### src/rtl/clock_time_controller_if.sv
// Request/response bundle for the 12-hour alarm clock controller.
// The bench drives requests through master; the controller sits on slave.
interface clock_time_controller_if;
   logic       tick_1hz;
   logic       sec_adj;
   logic       min_adj;
   logic       hrs_adj;
   logic       al_adj;
   logic       al_toggle;
   logic       buzz_clk;
   logic [5:0] seconds;
   logic [5:0] minutes;
   logic [3:0] hours;
   logic [5:0] al_minutes;
   logic [3:0] al_hours;
   logic       al_on;
   logic       alarm;
   logic       buzzer_out;
   logic       busy;

   modport master (
      output tick_1hz, sec_adj, min_adj, hrs_adj, al_adj, al_toggle, buzz_clk,
      input  seconds, minutes, hours, al_minutes, al_hours,
      input  al_on, alarm, buzzer_out, busy
   );

   modport slave (
      input  tick_1hz, sec_adj, min_adj, hrs_adj, al_adj, al_toggle, buzz_clk,
      output seconds, minutes, hours, al_minutes, al_hours,
      output al_on, alarm, buzzer_out, busy
   );
endinterface

### src/rtl/clock_time_controller.sv
// 12-hour clock with alarm, one pending request serviced per cycle.
// Optional CLOCK_AUTO_SILENCE_EN stops the alarm after 60 serviced ticks.
module clock_time_controller (
   input  logic                  clk,
   input  logic                  reset,
   clock_time_controller_if.slave bus
);
   logic [5:0] pend_q, pend_d, req, grant;
   logic [5:0] seconds_q, seconds_d;
   logic [5:0] minutes_q, minutes_d;
   logic [3:0] hours_q, hours_d;
   logic [5:0] al_minutes_q, al_minutes_d;
   logic [3:0] al_hours_q, al_hours_d;
   logic       al_on_q, al_on_d;
   logic       alarm_q, alarm_d;
   logic       phase_q, phase_d;
`ifdef CLOCK_AUTO_SILENCE_EN
   logic [5:0] silence_q, silence_d;
`endif

   assign req = {bus.al_toggle, bus.al_adj, bus.hrs_adj,
                 bus.min_adj, bus.sec_adj, bus.tick_1hz};
   // lowest set bit wins: bit 0 (tick) has top priority
   assign grant = pend_q & (~pend_q + 6'd1);

   always_comb begin
      pend_d       = (pend_q & ~grant) | req;
      seconds_d    = seconds_q;
      minutes_d    = minutes_q;
      hours_d      = hours_q;
      al_minutes_d = al_minutes_q;
      al_hours_d   = al_hours_q;
      al_on_d      = al_on_q;
      alarm_d      = alarm_q;
      phase_d      = alarm_q & (phase_q ^ bus.buzz_clk);
`ifdef CLOCK_AUTO_SILENCE_EN
      silence_d    = silence_q;
`endif
      unique case (1'b1)
         grant[0]: begin
            seconds_d = (seconds_q == 6'd59) ? 6'd0 : seconds_q + 6'd1;
            if (seconds_q == 6'd59) begin
               minutes_d = (minutes_q == 6'd59) ? 6'd0 : minutes_q + 6'd1;
               if (minutes_q == 6'd59)
                  hours_d = (hours_q == 4'd11) ? 4'd0 : hours_q + 4'd1;
            end
            if (al_on_q && seconds_d == 6'd0 &&
                minutes_d == al_minutes_q && hours_d == al_hours_q) begin
               alarm_d = 1'b1;
`ifdef CLOCK_AUTO_SILENCE_EN
               silence_d = 6'd0;
            end else if (alarm_q) begin
               if (silence_q == 6'd59)
                  alarm_d = 1'b0;
               silence_d = silence_q + 6'd1;
`endif
            end
         end
         grant[1]:
            seconds_d = (seconds_q == 6'd59) ? 6'd0 : seconds_q + 6'd1;
         grant[2]:
            minutes_d = (minutes_q == 6'd59) ? 6'd0 : minutes_q + 6'd1;
         grant[3]:
            hours_d = (hours_q == 4'd11) ? 4'd0 : hours_q + 4'd1;
         grant[4]: begin
            if (al_minutes_q == 6'd50) begin
               al_minutes_d = 6'd0;
               al_hours_d   = (al_hours_q == 4'd11) ? 4'd0 : al_hours_q + 4'd1;
            end else begin
               al_minutes_d = al_minutes_q + 6'd10;
            end
         end
         grant[5]: begin
            if (al_on_q) begin
               al_on_d = 1'b0;
               alarm_d = 1'b0;
            end else begin
               al_on_d = 1'b1;
            end
         end
         default: ;
      endcase
   end

   always_ff @(posedge clk) begin
      if (reset) begin
         pend_q       <= 6'd0;
         seconds_q    <= 6'd0;
         minutes_q    <= 6'd0;
         hours_q      <= 4'd0;
         al_minutes_q <= 6'd0;
         al_hours_q   <= 4'd0;
         al_on_q      <= 1'b1;
         alarm_q      <= 1'b0;
         phase_q      <= 1'b0;
`ifdef CLOCK_AUTO_SILENCE_EN
         silence_q    <= 6'd0;
`endif
      end else begin
         pend_q       <= pend_d;
         seconds_q    <= seconds_d;
         minutes_q    <= minutes_d;
         hours_q      <= hours_d;
         al_minutes_q <= al_minutes_d;
         al_hours_q   <= al_hours_d;
         al_on_q      <= al_on_d;
         alarm_q      <= alarm_d;
         phase_q      <= phase_d;
`ifdef CLOCK_AUTO_SILENCE_EN
         silence_q    <= silence_d;
`endif
      end
   end

   assign bus.seconds    = seconds_q;
   assign bus.minutes    = minutes_q;
   assign bus.hours      = hours_q;
   assign bus.al_minutes = al_minutes_q;
   assign bus.al_hours   = al_hours_q;
   assign bus.al_on      = al_on_q;
   assign bus.alarm      = alarm_q;
   assign bus.buzzer_out = alarm_q & phase_q;
   assign bus.busy       = |pend_q;
endmodule

### src/flat_wrapper.sv
// flat-port wrapper written by rule: the top's interface ports become plain ports
module clock_time_controller_flat 
  (clk, reset, bus_tick_1hz, bus_sec_adj, bus_min_adj, bus_hrs_adj, bus_al_adj, bus_al_toggle, bus_buzz_clk, bus_seconds, bus_minutes, bus_hours, bus_al_minutes, bus_al_hours, bus_al_on, bus_alarm, bus_buzzer_out, bus_busy);
  clock_time_controller_if bus_i ();
  input  logic clk;
  input  logic reset;
  input wire logic [$bits(bus_i.tick_1hz)-1:0] bus_tick_1hz;
  input wire logic [$bits(bus_i.sec_adj)-1:0] bus_sec_adj;
  input wire logic [$bits(bus_i.min_adj)-1:0] bus_min_adj;
  input wire logic [$bits(bus_i.hrs_adj)-1:0] bus_hrs_adj;
  input wire logic [$bits(bus_i.al_adj)-1:0] bus_al_adj;
  input wire logic [$bits(bus_i.al_toggle)-1:0] bus_al_toggle;
  input wire logic [$bits(bus_i.buzz_clk)-1:0] bus_buzz_clk;
  output wire logic [$bits(bus_i.seconds)-1:0] bus_seconds;
  output wire logic [$bits(bus_i.minutes)-1:0] bus_minutes;
  output wire logic [$bits(bus_i.hours)-1:0] bus_hours;
  output wire logic [$bits(bus_i.al_minutes)-1:0] bus_al_minutes;
  output wire logic [$bits(bus_i.al_hours)-1:0] bus_al_hours;
  output wire logic [$bits(bus_i.al_on)-1:0] bus_al_on;
  output wire logic [$bits(bus_i.alarm)-1:0] bus_alarm;
  output wire logic [$bits(bus_i.buzzer_out)-1:0] bus_buzzer_out;
  output wire logic [$bits(bus_i.busy)-1:0] bus_busy;
  assign bus_i.tick_1hz = bus_tick_1hz;
  assign bus_i.sec_adj = bus_sec_adj;
  assign bus_i.min_adj = bus_min_adj;
  assign bus_i.hrs_adj = bus_hrs_adj;
  assign bus_i.al_adj = bus_al_adj;
  assign bus_i.al_toggle = bus_al_toggle;
  assign bus_i.buzz_clk = bus_buzz_clk;
  assign bus_seconds = bus_i.seconds;
  assign bus_minutes = bus_i.minutes;
  assign bus_hours = bus_i.hours;
  assign bus_al_minutes = bus_i.al_minutes;
  assign bus_al_hours = bus_i.al_hours;
  assign bus_al_on = bus_i.al_on;
  assign bus_alarm = bus_i.alarm;
  assign bus_buzzer_out = bus_i.buzzer_out;
  assign bus_busy = bus_i.busy;
  clock_time_controller u_core (.clk(clk), .reset(reset), .bus(bus_i));
endmodule
### config.mk
export PLATFORM = sky130hd
export DESIGN_NAME = clock_time_controller_flat
export DESIGN_NICKNAME = d
export VERILOG_FILES = /design/src/rtl/clock_time_controller_if.sv /design/src/rtl/clock_time_controller.sv /design/src/flat_wrapper.sv
export SDC_FILE = /design/constraint.sdc
export NUM_CORES = 1
export LEC_CHECK = 0
export CAP_MARGIN = 10
export CORE_ASPECT_RATIO = 1.75
export CORE_UTILIZATION = 49
export DETAILED_ROUTE_END_ITERATION = 10
export GPL_ROUTABILITY_DRIVEN = 0
export PLACE_DENSITY = 0.88
export SKIP_CTS_REPAIR_TIMING = 1
export SYNTH_ARGS = -nofsm -noshare
export SYNTH_HDL_FRONTEND = slang
export SYNTH_SLANG_ARGS = --single-unit
### constraint.sdc
create_clock -name clk -period 4.3 [get_ports clk]
set_input_delay 0.43 -clock clk [delete_from_list [all_inputs] [get_ports clk]]
set_output_delay 0.43 -clock clk [all_outputs]
set_load 0.02 [all_outputs]
Yosys cells after proc, flatten, opt, wreduce, memory -nomap -nowiden

Cells that the tools add are included.

Bits in registers: 35
Input port bits: 9
Output and inout port bits: 30
Logic and storage cells: 59

Add/subtract/negate cells: 6
Eq/ne operators: 9
Mux-type cells: 16
Bitwise operators: 8
Reductions and logical operators: 11

Operators with widths:

| kind                  | number |
|---|---|
| $mux W6               | 5 |
| $mux W4               | 5 |
| $add A6 B1 Y6 const B | 3 |
| $eq A6 B6 Y1 const B  | 3 |
| $and A6 B6 Y6         | 2 |
| $not A6 Y6            | 2 |
| $pmux W6 S2           | 1 |
| $add A4 B1 Y4 const B | 2 |
| $eq A4 B4 Y1 const B  | 2 |
| $pmux W4 S2           | 1 |
| $add A6 B4 Y6 const B | 1 |
| $eq A6 B6 Y1          | 1 |
| $logic_not A6 Y1      | 1 |
| $or A6 B6 Y6          | 1 |
| $reduce_bool A2 Y1    | 3 |
| $reduce_or A6 Y1      | 1 |
| $eq A4 B4 Y1          | 1 |
| $ne A2 B2 Y1 const B  | 2 |
| $logic_and A1 B1 Y1   | 3 |
| $mux W1               | 3 |
| $reduce_and A3 Y1     | 1 |
| $and A1 B1 Y1         | 2 |
| $pmux W1 S2           | 1 |
| $reduce_and A2 Y1     | 1 |
| 2 further kinds       | 2 |

Depth between registers and ports, before layout

Depth after elaboration: 9
Depth in mapped cells: 10
Mapped depth without buffers: 8

Worst setup path after synthesis

OpenSTA, ideal clock, no wires.

Path type: register -> register
Start: register u_core.minutes_q[1], in the netlist u_core.bus.minutes[1]
End: register u_core.alarm_q, in the netlist u_core.bus.alarm
Setup time: 0.103 ns
Data arrival time: 2.235 ns
Required time: 4.197 ns
Setup slack: 1.961 ns
Cell stages (with the launch flop): 10
Buffers on the path: 2
Period minus slack after synthesis: 2.339 ns
Path through: dfxtp_1 -> ha_1 -> buf_4 -> and4b_1 -> buf_4 -> a21oi_1 -> or4_1 -> o21ai_1 -> a41oi_1 -> a2111oi_2

Word-level cells in the longest chain between the ends: 9
Elaborated cells between the ends (all ways): 14
Classes of those cells: add/sub (1); eq/ne (4); mux (6); reduce/logical (3)

RTL lines:

| item                                          | line                                                     | text |
|---|---|---|
| start, declared                               | clock_time_controller.sv:10                              | `logic [5:0] minutes_q, minutes_d;` |
| start signal, assigned                        | clock_time_controller.sv:102                             | `minutes_q <= minutes_d;` |
| $add A6 B1 Y6 or $eq A6 B6 Y1 (tied branches) | clock_time_controller.sv:43, clock_time_controller.sv:44 |  |
| $mux W6                                       | clock_time_controller.sv:43                              | `minutes_d = (minutes_q == 6'd59) ? 6'd0 : minutes_q + 6'd1;` |
| $mux W6                                       | clock_time_controller.sv:42                              | `if (seconds_q == 6'd59) begin` |
| $mux W6                                       | clock_time_controller.sv:39                              | `unique case (1'b1)` |
| $eq A6 B6 Y1                                  | clock_time_controller.sv:48                              | `minutes_d == al_minutes_q && hours_d == al_hours_q) begin` |
| $logic_and A1 B1 Y1                           | clock_time_controller.sv:47                              | `if (al_on_q && seconds_d == 6'd0 &&` |
| $logic_and A1 B1 Y1 (*)                       | clock_time_controller.sv:48                              |  |
| $ne A2 B2 Y1 (no line) (*)                    | n/a                                                      |  |
| $reduce_and A3 Y1 (no line) (*)               | n/a                                                      |  |
| end signal, assigned                          | clock_time_controller.sv:107                             | `alarm_q <= alarm_d;` |
| end, declared                                 | clock_time_controller.sv:15                              | `logic alarm_q, alarm_d;` |

Mark *: on every way between the ends. The rest lies on a longest branch, timed or not. The select of a mux whose other input is x is not followed.
A chain may end at the register's enable or synchronous reset.

Worst setup path in the final report

Start: register u_core.pend_q[0]
End: output port bus_busy

Word-level cells in the longest chain between the ends: 1

RTL lines:

| item                   | line                         | text |
|---|---|---|
| start, declared        | clock_time_controller.sv:8   | `logic [5:0] pend_q, pend_d, req, grant;` |
| start signal, assigned | clock_time_controller.sv:100 | `pend_q <= pend_d;` |
| $reduce_or A6 Y1       | clock_time_controller.sv:123 | `assign bus.busy = \|pend_q;` |
| end, declared          | flat_wrapper.sv:22           | `output wire logic [$bits(bus_i.busy)-1:0] bus_busy;` |

Every way passes these cells.

==> results.toml <==
[job]
max_cap_violations = 0

[worst_setup_path]
r2r-end = "u_core.bus.alarm"
path_cells = "or2_2, or3_1, or3_1, clkdlybuf4s50_1"
arrival_ps = 2280
rr_worst_depth = 7
worstPathRequired_ps = 3870
critPathSlowestCell = "clkdlybuf4s50_1"
cpPeakStageDelay_ps = 550
crit_fanout = 8
r2r-start = "u_core.bus.minutes[1]"
cp-end-kind = "output pin"
worst_path_most_repeated_cell = "or3_1"
critical_path_class = "flop to output pin"
r2r_slack_ps = 1810
path_buf_inv = 1
crit_family = "simple AND/OR/NAND/NOR gates"
startpoint_type = "flop"

[timing]
final-setup-viol-count = 0
worst_pin_slew_ps = 796.9
clock_skew_ps = 4.816
fmax_ghz = 0.3695
post-route-min-period_ps = 2706
slew_viol_final = 0
rsz0062_at_grt = "no"
maxSlewHeadroom_pct = 46.31
period_share_pct = 62.94
setup_slack_ps = 1594
hold_slack_ps = 500.4
final.setup.tns_ps = 0
hold_viol = 0

[floorplanning]
rows = 30
core-area_um2 = 3904
start_util_pct = 51.76
die_w_um = 50.55
ios = 39
dieArea_um2 = 4395
die_h_um = 86.95

[grt]
track_usage_pct = 23.53
grt_pass1_vias = 1736
overflow = 0
antenna_found_initial = 0
grt_pass1_wl_um = 7866
grt_max_degree = 35

[yosys]
syn_area_um2 = 2021
netlist_instances = 254
async_reset_ff_share_pct = 0
yosys_warnings = 0
synth.area.top_cells = "dfxtp_1, nor2_1, a21oi_1"
dominantRegCellSynth = "dfxtp_1"
synth_edf_count = 0
yosysSeqAreaShare_pct = 33.68
synth_top_area_cell = "dfxtp_1"
synth_seq_cells = 34
synth_fp_nets = 268
yosysTopAreaCellShare_pct = 33.68
synth_cell_types = 52
synth.avg_cell_area_um2 = 7.955

[route]
post_drt_wl_per_cell_um = 14.70
routed_wl_um = 4880
dr.pass1.iters = 5
drc = 0
via_count = 1958
antenna_left = 0
vias_per_cell = 5.898
drt_iter0_drc = 60

[clock_tree]
clkLatencyLatePin_ps = 290
clock-root-buffer = "clkbuf_8"
cts.sinks = 34
cts_htree_levels = 2
cts_tree = "built"
clockBufferDepth = 2
path_clk_slew_ps = 80
cts_made_buffers = 5

[hold_path]
hold_path_end = "u_core.bus.seconds[1]"
hold_depth = 2
min_from = "u_core.bus.seconds[1]"
holdCritPathClass = "flop to flop"

[placement]
place.port_buffers = 37
pre_cts_ws_ps = 1844
place.detailed.hpwl_um = 3425

[finish]
fin_util_pct = 64.55
nFillCells = 343
area_growth_pct = 24.71
fin_nets = 297
num_antenna_cells = 0
drive_above_1_share_pct = 7.042

[power_and_ir_drop]
peakVddDrop_mv = 0.3854
p_per_area_nw_per_um2 = 305.8
leakagePower_uw = 0.0009226

[status]
outcome = "finished clean"
## layer usage
layer  up-vias  wire length, um  GRT usage [%]
met5         -                0              0
met3        15              209          3.490
met4         0              204          15.40
met2        62             2494          40.36
li1        970                -              -
met1       911             1971          26.37
## cell type report
type	count	area, um^2	area share, %
timing repair buffer	38	377.9	14.99
tap	48	60.06	2.383
multi-input combinational	199	1245	49.40
clock buffer	5	68.82	2.731
inverter	5	18.77	0.7448
sequential	34	680.7	27.01
clock inverter	3	68.82	2.731
## layout by cell type (no fill, tap or decap), types with 2 or more instances in the layout
cell / instances
xnor2_1: 11
a32oi_1: 2
or3_1: 2
nor4_4: 2
xor2_1: 6
dfxtp_1: 34
o21ai_0: 9
a21oi_1: 23
ha_1: 5
mux2i_1: 8
o22ai_1: 2
or4_1: 2
clkbuf_8: 5
o21ai_1: 3
and4b_1: 2
a311oi_1: 3
a21o_1: 3
nor2b_1: 2
nand2b_1: 3
a31oi_1: 6
nand2_1: 25
a41oi_1: 3
nand3_1: 9
nor4_1: 2
a22oi_1: 3
inv_1: 5
nor2_1: 33
and2_1: 2
clkdlybuf4s50_1: 37
nand4b_1: 2
nor3_1: 8
bufinv_16: 2
## metrics by stage
stage | cell area [um^2] | total power [uW] | std cells
after detailed placement | 2382 | 418.0 | 324
after global routing | 2520 | 799.2 | 332
after global placement | 2382 | 416.0 | 324
after floorplan | 2021 | 389.5 | 254
after CTS | 2520 | 774.1 | 332
final | 2520 | 770.7 | 332
## tightest hold or removal path, stage by stage, from the launching register on
cell     delay [ps]
dfxtp_1         340
nand2_1          60
a21oi_1          50
## power breakdown
part,internal [uW],switching [uW]
Sequential,324,13.8
Combinational,34.3,39.5
Clock,232,127
Total,590,180
## sequential cells by signal, indices dropped and copies added (netlist names), 4 cells and up
register,cells
u_core.bus.al_minutes,5
u_core.pend_q,6
u_core.bus.al_hours,4
u_core.bus.seconds,6
u_core.bus.hours,4
u_core.bus.minutes,6
## synth_stat cells (2+ instances only)
master    count
a21o_1        3
a21oi_1      23
a22oi_1       3
a311oi_1      3
a31oi_1       6
a32oi_1       2
a41oi_1       3
and2_1        2
and4b_1       2
buf_2         3
buf_4         3
clkbuf_1      8
dfxtp_1      34
ha_1          5
inv_1         5
mux2i_1       8
nand2_1      25
nand2b_1      3
nand3_1       9
nand4b_1      2
nor2_1       33
nor2b_1       2
nor3_1        8
nor4_1        2
nor4_4        2
o21ai_0       9
o21ai_1       3
o22ai_1       2
or3_1         2
or4_1         2
xnor2_1      11
xor2_1        6
## cell families (layout without fill, tap and decap cells)
group                      after synthesis  in the layout  synth area share, %
and+or+nand+nor                        104            104                26.87
AOI/OAI and AO/OA                       64             64                20.12
DFF                                     34             34                33.68
buffers and inverters                   21             51                4.705
xor gates and xnor gates                17             17                7.368
muxes                                    8              8                3.963
adders and majority gates                5              5                3.096
other                                    1              1               0.1856
## worst max path at each step
stage                               start  cells past startpoint               end
floorplan           u_core.bus.minutes[1]                      9  u_core.bus.alarm
finish                   u_core.pend_q[0]                      4          bus_busy
global placement         u_core.pend_q[0]                      4          bus_busy
global route             u_core.pend_q[0]                      4          bus_busy
detailed placement  u_core.bus.minutes[1]                      7  u_core.bus.alarm
CTS                      u_core.pend_q[0]                      4          bus_busy
(Power assumes the default switching activity.)
